`config.mk`:
```
export PLATFORM = sky130hd
export DESIGN_NAME = shift_sipo_loader_flat
export DESIGN_NICKNAME = d
export VERILOG_FILES = /design/src/rtl/shift_sipo_loader_if.sv /design/src/rtl/shift_sipo_loader.sv /design/src/flat_wrapper.sv
export SDC_FILE = /design/constraint.sdc
export NUM_CORES = 1
export LEC_CHECK = 0
export BUFFER_PORTS_ARGS = -buffer_cell sky130_fd_sc_hd__buf_2
export CORE_MARGIN = 4
export CORE_UTILIZATION = 56
export CTS_CLUSTER_DIAMETER = 60
export CTS_CLUSTER_SIZE = 16
export DETAILED_ROUTE_END_ITERATION = 16
export PLACE_DENSITY = 0.8
export SYNTH_ARGS = -nofsm -noshare
export SYNTH_HDL_FRONTEND = slang
export SYNTH_SLANG_ARGS = --single-unit
```
`constraint.sdc`:
```
create_clock -name clk -period 4.5 [get_ports clk]
set_input_delay 0.225 -clock clk [delete_from_list [all_inputs] [get_ports clk]]
set_output_delay 0.225 -clock clk [all_outputs]
set_load 0.02 [all_outputs]
```
`src/rtl/shift_sipo_loader_if.sv`:
```
// Handshake/data bundle for shift_sipo_loader.
//   master : drives start, clr, sin, sin_valid, out_ready; observes results
//   slave  : the loader itself (data_out, out_valid, busy, parity_err)
interface shift_sipo_loader_if #(
   parameter int WIDTH = 4
);
   logic             start;
   logic             clr;
   logic             sin;
   logic             sin_valid;
   logic             out_ready;
   logic [WIDTH-1:0] data_out;
   logic             out_valid;
   logic             busy;
   logic             parity_err;

   modport master (
      output start, clr, sin, sin_valid, out_ready,
      input  data_out, out_valid, busy, parity_err
   );

   modport slave (
      input  start, clr, sin, sin_valid, out_ready,
      output data_out, out_valid, busy, parity_err
   );
endinterface

```
`src/rtl/shift_sipo_loader.sv`:
```
// Serial-in, parallel-out operand loader feeding the shift stage.
// Collects WIDTH bits (one per sin_valid cycle in SHIFT), then presents the
// word on data_out with out_valid until out_ready accepts it.
// Ports:
//   clk        rising-edge clock
//   rst        asynchronous active-high reset
//   bus.start  begin capture (IDLE, or HOLD together with out_ready)
//   bus.clr    synchronous abort to IDLE, clears outputs
//   bus.sin / bus.sin_valid   serial data and its qualifier
//   bus.out_ready             consumer accepts data_out
//   bus.data_out / bus.out_valid / bus.busy / bus.parity_err
// Parameters: WIDTH (2..32), LSB_FIRST (0: first bit -> MSB, 1: first bit -> LSB)
// Build option: define SIPO_PARITY_EN to accept a trailing even-parity bit
// and report a mismatch on parity_err; otherwise parity_err is tied low.
module shift_sipo_loader #(
   parameter int WIDTH     = 4,
   parameter bit LSB_FIRST = 1'b0
) (
   input  logic                clk,
   input  logic                rst,
   shift_sipo_loader_if.slave  bus
);
   localparam int CW = $clog2(WIDTH + 1);
`ifdef SIPO_PARITY_EN
   localparam int LAST = WIDTH;       // index of the trailing parity bit
`else
   localparam int LAST = WIDTH - 1;
`endif
   localparam logic [CW-1:0] LAST_CNT = CW'(LAST);

   typedef enum logic [1:0] {
      IDLE  = 2'd0,
      SHIFT = 2'd1,
      HOLD  = 2'd2
   } state_t;

   state_t           state_q, state_d;
   logic [WIDTH-1:0] sreg_q, sreg_d;
   logic [WIDTH-1:0] shifted;
   logic [WIDTH-1:0] dout_q, dout_d;
   logic [CW-1:0]    cnt_q, cnt_d;
   logic             ov_q, ov_d;
`ifdef SIPO_PARITY_EN
   logic             perr_q, perr_d;
`endif

   always_comb begin
      if (LSB_FIRST) shifted = {bus.sin, sreg_q[WIDTH-1:1]};
      else           shifted = {sreg_q[WIDTH-2:0], bus.sin};
   end

   always_comb begin
      state_d = state_q;
      sreg_d  = sreg_q;
      cnt_d   = cnt_q;
      dout_d  = dout_q;
      ov_d    = ov_q;
`ifdef SIPO_PARITY_EN
      perr_d  = perr_q;
`endif
      if (bus.clr) begin
         state_d = IDLE;
         sreg_d  = '0;
         cnt_d   = '0;
         dout_d  = '0;
         ov_d    = 1'b0;
`ifdef SIPO_PARITY_EN
         perr_d  = 1'b0;
`endif
      end else begin
         case (state_q)
            IDLE: begin
               if (bus.start) begin
                  state_d = SHIFT;
                  sreg_d  = '0;
                  cnt_d   = '0;
               end
            end
            SHIFT: begin
               if (bus.sin_valid) begin
                  if (cnt_q == LAST_CNT) begin
                     state_d = HOLD;
                     ov_d    = 1'b1;
`ifdef SIPO_PARITY_EN
                     // final bit is parity: word is already complete in sreg
                     dout_d  = sreg_q;
                     perr_d  = (^sreg_q) ^ bus.sin;
`else
                     dout_d  = shifted;
`endif
                  end else begin
                     sreg_d = shifted;
                     cnt_d  = cnt_q + CW'(1);
                  end
               end
            end
            HOLD: begin
               if (bus.out_ready) begin
                  ov_d = 1'b0;
`ifdef SIPO_PARITY_EN
                  perr_d = 1'b0;
`endif
                  if (bus.start) begin
                     state_d = SHIFT;
                     sreg_d  = '0;
                     cnt_d   = '0;
                  end else begin
                     state_d = IDLE;
                  end
               end
            end
            default: state_d = IDLE;
         endcase
      end
   end

   always_ff @(posedge clk or posedge rst) begin
      if (rst) begin
         state_q <= IDLE;
         sreg_q  <= '0;
         cnt_q   <= '0;
         dout_q  <= '0;
         ov_q    <= 1'b0;
`ifdef SIPO_PARITY_EN
         perr_q  <= 1'b0;
`endif
      end else begin
         state_q <= state_d;
         sreg_q  <= sreg_d;
         cnt_q   <= cnt_d;
         dout_q  <= dout_d;
         ov_q    <= ov_d;
`ifdef SIPO_PARITY_EN
         perr_q  <= perr_d;
`endif
      end
   end

   assign bus.data_out  = dout_q;
   assign bus.out_valid = ov_q;
   assign bus.busy      = (state_q == SHIFT);
`ifdef SIPO_PARITY_EN
   assign bus.parity_err = perr_q;
`else
   assign bus.parity_err = 1'b0;
`endif
endmodule

```
`src/flat_wrapper.sv`:
```
// flat-port wrapper written by rule: the top's interface ports become plain ports
module shift_sipo_loader_flat 
#(
   parameter int WIDTH     = 4,
   parameter bit LSB_FIRST = 1'b0
)
  (clk, rst, bus_start, bus_clr, bus_sin, bus_sin_valid, bus_out_ready, bus_data_out, bus_out_valid, bus_busy, bus_parity_err);
  shift_sipo_loader_if #(.WIDTH(WIDTH)) bus_i ();
  input  logic clk;
  input  logic rst;
  input wire logic [$bits(bus_i.start)-1:0] bus_start;
  input wire logic [$bits(bus_i.clr)-1:0] bus_clr;
  input wire logic [$bits(bus_i.sin)-1:0] bus_sin;
  input wire logic [$bits(bus_i.sin_valid)-1:0] bus_sin_valid;
  input wire logic [$bits(bus_i.out_ready)-1:0] bus_out_ready;
  output wire logic [$bits(bus_i.data_out)-1:0] bus_data_out;
  output wire logic [$bits(bus_i.out_valid)-1:0] bus_out_valid;
  output wire logic [$bits(bus_i.busy)-1:0] bus_busy;
  output wire logic [$bits(bus_i.parity_err)-1:0] bus_parity_err;
  assign bus_i.start = bus_start;
  assign bus_i.clr = bus_clr;
  assign bus_i.sin = bus_sin;
  assign bus_i.sin_valid = bus_sin_valid;
  assign bus_i.out_ready = bus_out_ready;
  assign bus_data_out = bus_i.data_out;
  assign bus_out_valid = bus_i.out_valid;
  assign bus_busy = bus_i.busy;
  assign bus_parity_err = bus_i.parity_err;
  shift_sipo_loader #(.WIDTH(WIDTH), .LSB_FIRST(LSB_FIRST)) u_core (.clk(clk), .rst(rst), .bus(bus_i));
endmodule
```
==> flow_metrics.env <==
export IMPL_cts_max_path_buffers=2
export IMPL_synthTopCellsByCount="dfrtp_1, nor2_1, inv_1"
export IMPL_port_buffers=12
export IMPL_cts_hold_fix_buffers=1
export IMPL_area_delta_synth_final_pct=12.1
export IMPL_rsz0062_at_grt="false"
export IMPL_p_int_uw=217
export IMPL_start_kind="flip-flop"
export IMPL_finalSetupViolations=0
export IMPL_arrival_ns=2.25
export IMPL_ys_seq_area_share_pct=42.5
export IMPL_layout_drive_gt1_share_pct=20.4
export IMPL_reg2reg_depth=6
export IMPL_grt_pass1_vias=580
export IMPL_maxCapViolations=0
export IMPL_drc=0
export IMPL_io_pins=14
export IMPL_viasPerCell=5.31
export IMPL_ff2ff_setup_slack_ns=2.41
export IMPL_syn_area_um2=766
export IMPL_synth_edf_count=0
export IMPL_grt_max_degree=15
export IMPL_nets=107
export IMPL_path_class="flip-flop to flip-flop"
export IMPL_wl_per_cell_um=13.6
export IMPL_synth_top_area_share_pct=42.5
export IMPL_grt_overflow_total=0
export IMPL_routabilityCongestion=0.783
export IMPL_async_flop_share_pct=100
export IMPL_grt_antenna_before_repair=0
export IMPL_finalMaxSlewViolations=0
export IMPL_timing_rr_start="u_core.state_q[1]"
export IMPL_p_sw_share_pct=36.3
export IMPL_yosysMostFrequentCell="dfrtp_1"
export IMPL_num_rows=13
export IMPL_initial_core_util_pct=58.8
export IMPL_stdcell_area_um2=858
export IMPL_layout_min_cycle_time_ns=2.09
export IMPL_power_switching_uw=124
export IMPL_powerDensity_mw_per_mm2=397
export IMPL_synth_seq_cells=13
export IMPL_cts_buffers=3
export IMPL_seqPwrFrac_pct=38.5
export IMPL_timing_rr_end="u_core.cnt_q[0]"
export IMPL_instances_no_fill=108
export IMPL_ir_drop_v=0.000237
export IMPL_coreArea_mm2=0.00130
export IMPL_dieArea_mm2=0.00202
export IMPL_hpwl_um=1150
export IMPL_cts_tree="yes"
export IMPL_grt_busiest_layer="met2"
export IMPL_slew_headroom_pct=62.4
export IMPL_ys_types=24
export IMPL_period_share_pct=46.5
export IMPL_post_cts_buffers=0
export IMPL_hold_viol_final=0
export IMPL_antennaDiodeCount=0
export IMPL_met1_usage_pct=20.8
export IMPL_die_h_um=45.0
export IMPL_drt_pass1_iterations=1
export IMPL_post_route_util_pct=66.0
export IMPL_clk_pin_slew_ns=0.08
export IMPL_clk_latency_ns=0.27
export IMPL_yosys_area_top_type="dfrtp_1"
export IMPL_finalClockSkew_ns=0.00297
export IMPL_ys_top_cells_by_area="dfrtp_1, ha_1, mux2i_1"
export IMPL_endpoint_kind="flip-flop"
export IMPL_vias=574
export IMPL_cts_max_level=1
export IMPL_cp_max_fo=11
export IMPL_status="finished clean"
export IMPL_die_w_um=45.0
export IMPL_wirelength_um=1470
export IMPL_clock_sinks=13
export IMPL_grtUsageMet2_pct=26.3
export IMPL_fmax_mhz=478
export IMPL_synth_flop_cell="dfrtp_1"
export IMPL_startpoint="u_core.state_q[1]"
export IMPL_holdWs_ns=0.235
export IMPL_met3_usage_pct=3.19
export IMPL_post_cts_resized=0
export IMPL_dpl_cell_area_um2=822
export IMPL_p_leak_uw=0.000457
export IMPL_drt_iter0_markers=0
export IMPL_cts_root_buf="clkbuf_4"
export IMPL_synth_area_per_cell_um2=9.69
export IMPL_cp_endpoint="u_core.cnt_q[0]"
export IMPL_placed_cells=103
export IMPL_netlist_instances=79
export IMPL_setup_tns_final_ns=0
export IMPL_crit_required_ns=4.66
export IMPL_worstMarginPinSlew_ns=0.564
export IMPL_ant_nets=0
export IMPL_clkPwrFrac_pct=21.0
export IMPL_syn_num_nets=92
export IMPL_grt_pass1_wl_um=2420
export IMPL_p_comb_share_pct=40.5
export IMPL_hp_class="primary input to flip-flop"
export IMPL_grt_usage_pct=16.5
export IMPL_yosysWarningCount=0
## power by group through the flow
stage                     Clock (uW)  Combinational, uW  Sequential (uW)
after detailed placement           0                138              133
after global placement             0                131              133
after floorplan                    0                117              132
after global routing            77.4                152              132
after CTS                       72.9                139              131
final                           71.6                138              131
## cell type report
| cell class | instances | area [um^2] |
|---|---|---|
| inverter | 8 | 30.0 |
| sequential | 13 | 325 |
| fill | 119 | 443 |
| multi-input combinational | 55 | 388 |
| timing repair buffer | 13 | 70.1 |
| clock buffer | 4 | 26.3 |
| tap | 15 | 18.8 |
## per-layer routing
metal	vias to the layer above	part of all wire [%]
li1	292	-
met1	270	45
met2	10	50
met3	2	4.0
met4	0	1.6
met5	-	0
## worst min-delay path by stage
stage | slack (ns) | from | end | cells past startpoint
floorplan | 0.10 | rst | u_core.bus.data_out[0] | 1
global placement | 0.26 | rst | u_core.state_q[0] | 2
detailed placement | 0.27 | rst | u_core.cnt_q[0] | 2
CTS | 0.23 | bus_sin | u_core.bus.data_out[0] | 3
global route | 0.24 | bus_sin | u_core.sreg_q[0] | 3
finish | 0.23 | bus_sin | u_core.bus.data_out[0] | 3
## placed cells by master, fill, tap and decap left out, types with 3 or more instances in the layout
cell / instances
dfrtp_1: 13
nor2_1: 12
buf_2: 12
inv_1: 8
a21oi_1: 7
ha_1: 6
mux2i_1: 5
nand3_1: 4
nand2b_1: 4
nor2b_1: 3
clkbuf_4: 3
## state kept, by name, summed over array words and instances, names as in the netlist
name,count
u_core.bus.data_out,4
u_core.bus.out_valid,1
u_core.cnt_q,3
u_core.sreg_q,3
u_core.state_q,2
## through the flow
stage / total power, uW / worst slack, ns
CTS: 343 / 2.41
detailed placement: 271 / 2.42
global placement: 264 / 2.52
global route: 362 / 2.26
finish: 341 / 2.41
floorplan: 249 / 2.59
## cells by family (layout without fill, tap and decap cells)
group	Yosys count	count (layout)	synth area share, %
AOI/OAI and AO/OA	13	13	13.2
muxes	6	6	8.01
buffers and inverters	11	25	6.86
and+or+nand+nor	29	29	19.1
DFF	13	13	42.5
adders and majority gates	6	6	9.80
other	1	1	0.490
## critical path, cell delays in order, from the launching register on
cell	delay [ns]
dfrtp_1	0.42
inv_1	0.10
ha_1	0.39
nand2b_1	0.19
a2111oi_4	0.58
mux2i_1	0.25
nor2_1	0.05
No activity file was read; power rests on OpenSTA's default activity.
